`src/rtl/serial_pkg.sv`:
```
// Shared definitions for the serial line stages: receiver state encoding and line-level constants.
package serial_pkg;

    typedef enum logic [1:0] {
        IDLE,
        DATA,
        PARITY,
        STOP
    } rx_state_t;

    localparam logic LINE_IDLE = 1'b0;
    localparam logic START_BIT = 1'b1;
    localparam logic STOP_BIT  = 1'b0;

    localparam int unsigned DEFAULT_DATA_W = 8;

endpackage

```
`src/rtl/serial_frame_receiver_if.sv`:
```
// Line-side inputs and parallel-side outputs of the serial frame receiver.
interface serial_frame_receiver_if #(
    parameter int unsigned DATA_W = serial_pkg::DEFAULT_DATA_W
);
    logic              clr;
    logic              bit_en;
    logic              serial_in;
    logic [DATA_W-1:0] data_out;
    logic              data_valid;
    logic              parity_err;
    logic              frame_err;
    logic              busy;

    modport master (
        output clr,
        output bit_en,
        output serial_in,
        input  data_out,
        input  data_valid,
        input  parity_err,
        input  frame_err,
        input  busy
    );

    modport slave (
        input  clr,
        input  bit_en,
        input  serial_in,
        output data_out,
        output data_valid,
        output parity_err,
        output frame_err,
        output busy
    );
endinterface

```
`src/rtl/rx_bit_counter.sv`:
```
// Loadable, enable-gated data bit counter; saturates at DATA_W-1 and flags terminal count.
module rx_bit_counter #(
    parameter int unsigned DATA_W = serial_pkg::DEFAULT_DATA_W,
    parameter int unsigned CNT_W  = (DATA_W > 1) ? $clog2(DATA_W) : 1
) (
    input  logic             clk,
    input  logic             rst,
    input  logic             load,
    input  logic [CNT_W-1:0] load_val,
    input  logic             en,
    output logic [CNT_W-1:0] cnt,
    output logic             tc
);
    logic [CNT_W-1:0] cnt_q;
    logic [CNT_W-1:0] cnt_d;

    assign tc  = (cnt_q == CNT_W'(DATA_W - 1));
    assign cnt = cnt_q;

    always_comb begin
        cnt_d = cnt_q;
        if (load) begin
            cnt_d = load_val;
        end else if (en && !tc) begin
            cnt_d = cnt_q + CNT_W'(1);
        end
    end

    always_ff @(posedge clk or posedge rst) begin
        if (rst) begin
            cnt_q <= '0;
        end else begin
            cnt_q <= cnt_d;
        end
    end
endmodule

```
`src/rtl/serial_frame_receiver.sv`:
```
// Receives start / DATA_W data bits MSB-first / even parity / stop frames and presents each word
// with a one-cycle valid strobe and per-frame error flags.
module serial_frame_receiver
    import serial_pkg::*;
#(
    parameter int unsigned DATA_W = DEFAULT_DATA_W
) (
    input logic                    clk,
    input logic                    rst,
    serial_frame_receiver_if.slave bus
);
    localparam int unsigned CNT_W = (DATA_W > 1) ? $clog2(DATA_W) : 1;

    rx_state_t         state_q, state_d;
    logic [DATA_W-1:0] shreg_q, shreg_d;
    logic              par_q, par_d;
    logic              par_bad_q, par_bad_d;
    logic [DATA_W-1:0] data_q, data_d;
    logic              valid_q, valid_d;
    logic              perr_q, perr_d;
    logic              ferr_q, ferr_d;

    logic             cnt_load;
    logic             cnt_en;
    logic [CNT_W-1:0] bit_cnt;
    logic             cnt_tc;

    rx_bit_counter #(
        .DATA_W (DATA_W),
        .CNT_W  (CNT_W)
    ) u_bit_counter (
        .clk      (clk),
        .rst      (rst),
        .load     (cnt_load),
        .load_val ('0),
        .en       (cnt_en),
        .cnt      (bit_cnt),
        .tc       (cnt_tc)
    );

    always_comb begin
        state_d   = state_q;
        shreg_d   = shreg_q;
        par_d     = par_q;
        par_bad_d = par_bad_q;
        data_d    = data_q;
        valid_d   = 1'b0;
        perr_d    = 1'b0;
        ferr_d    = 1'b0;
        cnt_load  = 1'b0;
        cnt_en    = 1'b0;

        // clr outranks bit_en, so a stop bit coinciding with clr yields no strobe at all
        if (bus.clr) begin
            state_d  = IDLE;
            cnt_load = 1'b1;
        end else if (bus.bit_en) begin
            unique case (state_q)
                IDLE: begin
                    if (bus.serial_in == START_BIT) begin
                        state_d  = DATA;
                        cnt_load = 1'b1;
                        par_d    = 1'b0;
                    end
                end
                DATA: begin
                    shreg_d = {shreg_q[DATA_W-2:0], bus.serial_in};
                    par_d   = par_q ^ bus.serial_in;
                    if (cnt_tc) begin
                        state_d = PARITY;
                    end else begin
                        cnt_en = 1'b1;
                    end
                end
                PARITY: begin
                    par_bad_d = par_q ^ bus.serial_in;
                    state_d   = STOP;
                end
                STOP: begin
                    if (bus.serial_in == STOP_BIT) begin
                        data_d  = shreg_q;
                        valid_d = 1'b1;
                        perr_d  = par_bad_q;
                    end else begin
                        ferr_d = 1'b1;
                    end
                    state_d = IDLE;
                end
                default: state_d = IDLE;
            endcase
        end
    end

    always_ff @(posedge clk or posedge rst) begin
        if (rst) begin
            state_q   <= IDLE;
            shreg_q   <= '0;
            par_q     <= 1'b0;
            par_bad_q <= 1'b0;
            data_q    <= '0;
            valid_q   <= 1'b0;
            perr_q    <= 1'b0;
            ferr_q    <= 1'b0;
        end else begin
            state_q   <= state_d;
            shreg_q   <= shreg_d;
            par_q     <= par_d;
            par_bad_q <= par_bad_d;
            data_q    <= data_d;
            valid_q   <= valid_d;
            perr_q    <= perr_d;
            ferr_q    <= ferr_d;
        end
    end

    logic unused_cnt;
    assign unused_cnt = ^bit_cnt;

    assign bus.data_out   = data_q;
    assign bus.data_valid = valid_q;
    assign bus.parity_err = perr_q;
    assign bus.frame_err  = ferr_q;
    assign bus.busy       = (state_q != IDLE);
endmodule

```
`src/flat_wrapper.sv`:
```
// flat-port wrapper written by rule: the top's interface ports become plain ports
module serial_frame_receiver_flat import serial_pkg::*;
#(
    parameter int unsigned DATA_W = DEFAULT_DATA_W
)
  (clk, rst, bus_clr, bus_bit_en, bus_serial_in, bus_data_out, bus_data_valid, bus_parity_err, bus_frame_err, bus_busy);
  serial_frame_receiver_if #(.DATA_W(DATA_W)) bus_i ();
  input logic clk;
  input logic rst;
  input wire logic [$bits(bus_i.clr)-1:0] bus_clr;
  input wire logic [$bits(bus_i.bit_en)-1:0] bus_bit_en;
  input wire logic [$bits(bus_i.serial_in)-1:0] bus_serial_in;
  output wire logic [$bits(bus_i.data_out)-1:0] bus_data_out;
  output wire logic [$bits(bus_i.data_valid)-1:0] bus_data_valid;
  output wire logic [$bits(bus_i.parity_err)-1:0] bus_parity_err;
  output wire logic [$bits(bus_i.frame_err)-1:0] bus_frame_err;
  output wire logic [$bits(bus_i.busy)-1:0] bus_busy;
  assign bus_i.clr = bus_clr;
  assign bus_i.bit_en = bus_bit_en;
  assign bus_i.serial_in = bus_serial_in;
  assign bus_data_out = bus_i.data_out;
  assign bus_data_valid = bus_i.data_valid;
  assign bus_parity_err = bus_i.parity_err;
  assign bus_frame_err = bus_i.frame_err;
  assign bus_busy = bus_i.busy;
  serial_frame_receiver #(.DATA_W(DATA_W)) u_core (.clk(clk), .rst(rst), .bus(bus_i));
endmodule
```
`config.mk`:
```
export PLATFORM = sky130hd
export DESIGN_NAME = serial_frame_receiver_flat
export DESIGN_NICKNAME = d
export VERILOG_FILES = /design/src/rtl/serial_pkg.sv /design/src/rtl/serial_frame_receiver_if.sv /design/src/rtl/rx_bit_counter.sv /design/src/rtl/serial_frame_receiver.sv /design/src/flat_wrapper.sv
export SDC_FILE = /design/constraint.sdc
export NUM_CORES = 1
export LEC_CHECK = 0
export ABC_AREA = 1
export BUFFER_PORTS_ARGS = -buffer_cell sky130_fd_sc_hd__buf_2
export CAP_MARGIN = 30
export CORE_ASPECT_RATIO = 0.8
export CORE_UTILIZATION = 50
export CTS_BUF_LIST = sky130_fd_sc_hd__clkbuf_8 sky130_fd_sc_hd__clkbuf_16
export DETAILED_ROUTE_END_ITERATION = 16
export MAX_ROUTING_LAYER = met4
export PLACE_DENSITY_LB_ADDON = 0.15
export SLEW_MARGIN = 10
export SYNTH_ARGS = -nofsm -noshare
export SYNTH_HDL_FRONTEND = slang
export SYNTH_SLANG_ARGS = --single-unit
```
`constraint.sdc`:
```
create_clock -name clk -period 1.3 [get_ports clk]
set_input_delay 0.13 -clock clk [delete_from_list [all_inputs] [get_ports clk]]
set_output_delay 0.13 -clock clk [all_outputs]
set_load 0.01 [all_outputs]
```
==> out/metrics.csv <==
stage,metric,value,unit
outcome,status,"finished, violations left",
outcome,failing checks,DRC,
yosys,Synth cell types,19,
yosys,Synth warnings,0,
sta,RSZ-0062 raised after global routing,yes,
yosys,number of synthesized register bits,26,
drt,DRC,3,
yosys,syn_area_per_cell,9.28,um^2
yosys,Post-synth EDFFs,0,
global_route,initial antenna violation count,0,
yosys,Synth area leaders,"dfrtp_1 53%, nand2_1 11%, ha_1 6.1%, inv_1 6.1%, o21ai_2 5.0%",
cells_and_area,layout cells sized above 1,36.8,%
floorplanning,I/O pin count,17,
drt,initial DRC count,24,
cts,Clock Latency Late Sink,0.27,ns
drt,WL per Instance,14.0,um
sta,skew final,0.00254,ns
power,Static Leak,0.838,nW
yosys,sequential fraction of the synthesis area,52.7,%
run,MaxCap Viol Count,0,
worst_setup_path,Slowest cell on crit path,dfrtp_2,
floorplanning,Starting Density,55.2,%
global_route,grt ovf,0,
sta,Slew HR,78.6,%
worst_setup_path,CP Class,reg -> reg,
global_route,vias in the first global route,870,
sta,post-layout minimum cycle time,1.29,ns
sta,hold slack,0.193,ns
cells_and_area,# diodes,0,
worst_setup_path,WP data arrival,1.45,ns
placed_design,post-DP HPWL,1510,um
power,total chip power,0.00281,W
yosys,Synth area leader,dfrtp_1,
yosys,Synth Flop Type,dfrtp_1,
cts,clk buf depth,2,
sta,Tightest Pin Transition,0.321,ns
power,maximum VDD drop,0.000943,V
worst_setup_path,endpoint type of the worst setup path,register,
drt,Routed WL,2640,um
worst_setup_path,crit start category,register,
cells_and_area,end-of-flow core utilization,70.9,%
floorplanning,chip height,46.4,um
worst_setup_path,Worst Path Buf+Inv,1,
global_route,gr usage total,19.9,%
floorplanning,Die Width,57.5,um
yosys,Synth Cell Area,0.00123,mm^2
drt,routed vias/inst,5.15,
worst_setup_path,critical path cell sequence,"inv_2, ha_4, nand3_2, nand2_2, nor2_1, nand2_1, nand2_1",
yosys,Gate Count Post-Synth,133,
drt,DR vias,969,
worst_setup_path,max incr delay on CP,0.45,ns
sta,Max Slew Vio Count,0,
floorplanning,core area,0.00223,mm^2
worst_setup_path,Reg2Reg Setup Slack,0.009,ns
sta,setup_tns,0,ns
cts,CTS H-Tree Depth,1,
placed_design,placed cell area,0.00136,mm^2
yosys,"count leader, synth",nand2_1,
power,power density cells,1780,mW/mm^2
global_route,largest net degree at the start of global routing,27,
yosys,Post-Syn Nets,144,
placed_design,port bufs,16,
cells_and_area,Finished Cell Area,0.00158,mm^2
floorplanning,DIE AREA,0.00267,mm^2
sta,Final Hold Fails,0,
cts,CTS buffer count,3,
drt,drt pass-1 iters,11,
yosys,top-area cell type share of the netlist area,52.7,%
sta,# setup viols final,0,
worst_setup_path,CP required,1.46,ns
cells_and_area,Layout area overhead,28.3,%
yosys,most common library cells after synthesis,"35 x nand2_1, 26 x dfrtp_1, 20 x inv_1",
sta,crit share post-route,99.3,%
global_route,first-pass GRT wire length,3730,um
cts,CTS tree,built,
drt,Antenna Nets Post-Route,0,
worst_setup_path,crit path max fanout,5,
floorplanning,# rows,15,
sta,Achievable Freq,775,MHz
cts,CTS root buffer,clkbuf_8,
placed_design,Final GP Congestion,0.813,
cts,CTS Sinks,26,
yosys,async set-reset flop share out of synthesis,100,%
cells_and_area,"Net count, final",176,
cts,"CTS clk-pin slew, worst paths",0.08,ns
min_path,Hold Crit Class,in -> reg,
worst_setup_path,CP top delay family,simple AND/OR/NAND/NOR gates,
worst_setup_path,CP dominant cell by count,nand2_1,
per-layer routing:
metal | routed length (um) | up-vias | GRT usage (%)
li1 | - | 480 | -
met1 | 1160 | 465 | 24.8
met3 | 86 | 4 | 5.90
met4 | 27 | 0 | 9.27
met5 | 0 | - | -
met2 | 1360 | 20 | 30.0
cell type report:
| class | instances | area [um^2] |
|---|---|---|
| clock buffer | 3 | 41.3 |
| timing repair buffer | 28 | 209 |
| inverter | 21 | 81.3 |
| sequential | 26 | 652 |
| fill | 182 | 651 |
| tap | 25 | 31.3 |
| multi-input combinational | 85 | 568 |
per-stage QoR:
step           std cells  setup slack (ns)
2_1_floorplan        133             0.102
3_3_place_gp         175           -0.0221
3_5_place_dp         175           -0.0325
4_1_cts              180           0.00168
5_1_grt              188           -0.0391
6_report             188           0.00936
layout by cell type, fill, tap and decap left out:
cell type and instances:
buf_12 1, buf_2 15, buf_4 9, buf_6 1, clkbuf_16 1, clkbuf_8 3, dfrtp_1 25, dfrtp_2 1
dlygate4sd3_1 1, ha_1 2, ha_2 2, ha_4 2, inv_1 15, inv_2 5, inv_4 1, nand2_1 34
nand2_2 1, nand2_4 1, nand3_2 4, nand3_4 2, nand3b_1 1, nand4_1 5, nor2_1 8, nor2_2 1
nor2_4 1, nor2_8 1, nor3b_1 1, o21a_1 1, o21ai_0 9, o21ai_2 7, or2_2 1, xor2_1 1
path summary, 6_finish.rpt:
path / start / end / cells past startpoint
setup / recovery: u_core.state_q[0]$_DFFE_PP0P_ / u_core.u_bit_counter.cnt[1]$_DFFE_PP0P_ / 7
hold / removal: bus_clr / u_core.state_q[0]$_DFFE_PP0P_ / 4
setup reg to reg: u_core.state_q[0]$_DFFE_PP0P_ / u_core.u_bit_counter.cnt[1]$_DFFE_PP0P_ / 7
hold reg to reg: u_core.shreg_q[7]$_DFFE_PP0P_ / u_core.bus.data_out[7]$_DFFE_PP0P_ / 2
max in group asynchronous: rst / u_core.state_q[0]$_DFFE_PP0P_ / 4
min in group asynchronous: rst / u_core.u_bit_counter.cnt[1]$_DFFE_PP0P_ / 4
sequential cells by signal, summed over array words and instances (netlist names):
signal / count
u_core.bus.data_out: 8
u_core.shreg_q: 8
u_core.u_bit_counter.cnt: 3
u_core.state_q: 2
u_core.bus.data_valid: 1
u_core.bus.frame_err: 1
u_core.bus.parity_err: 1
u_core.par_bad_q: 1
u_core.par_q: 1
tightest hold or removal path, stage by stage:
cell and delay [ns]:
buf_2 0.13, nor2_1 0.05, nand4_1 0.06, nand2_1 0.05
repair_timing:
item	in CTS	in global routing
gates resized for setup	8	15
cloned	1	1
pin swaps	2	4
buffers inserted	0	7
hold buffers	1	0
endpoints found under the hold margin	26	0
endpoints found under the setup margin	6	11
cells by family (layout without fill, tap and decap cells):
kind of cell,Yosys count,count (layout),share of synthesized area [%]
XOR/XNOR,1,1,0.710
AND/OR/NAND/NOR,60,61,23.0
buffers and inverters,23,52,8.21
adder cells (fa/ha/maj),6,6,6.09
flip-flops,26,26,52.7
AO/OA/AOI/OAI,17,17,9.23
power breakdown:
| part | switching [W] | internal (W) | leakage (nW) | total (W) |
|---|---|---|---|---|
| clock | 0.000230 | 0.000207 | 0.0216 | 0.000438 |
| combinational | 0.000653 | 0.000513 | 0.477 | 0.00117 |
| sequential | 0.000144 | 0.00106 | 0.340 | 0.00121 |
Note: power is estimated with default switching activity, not from simulation.
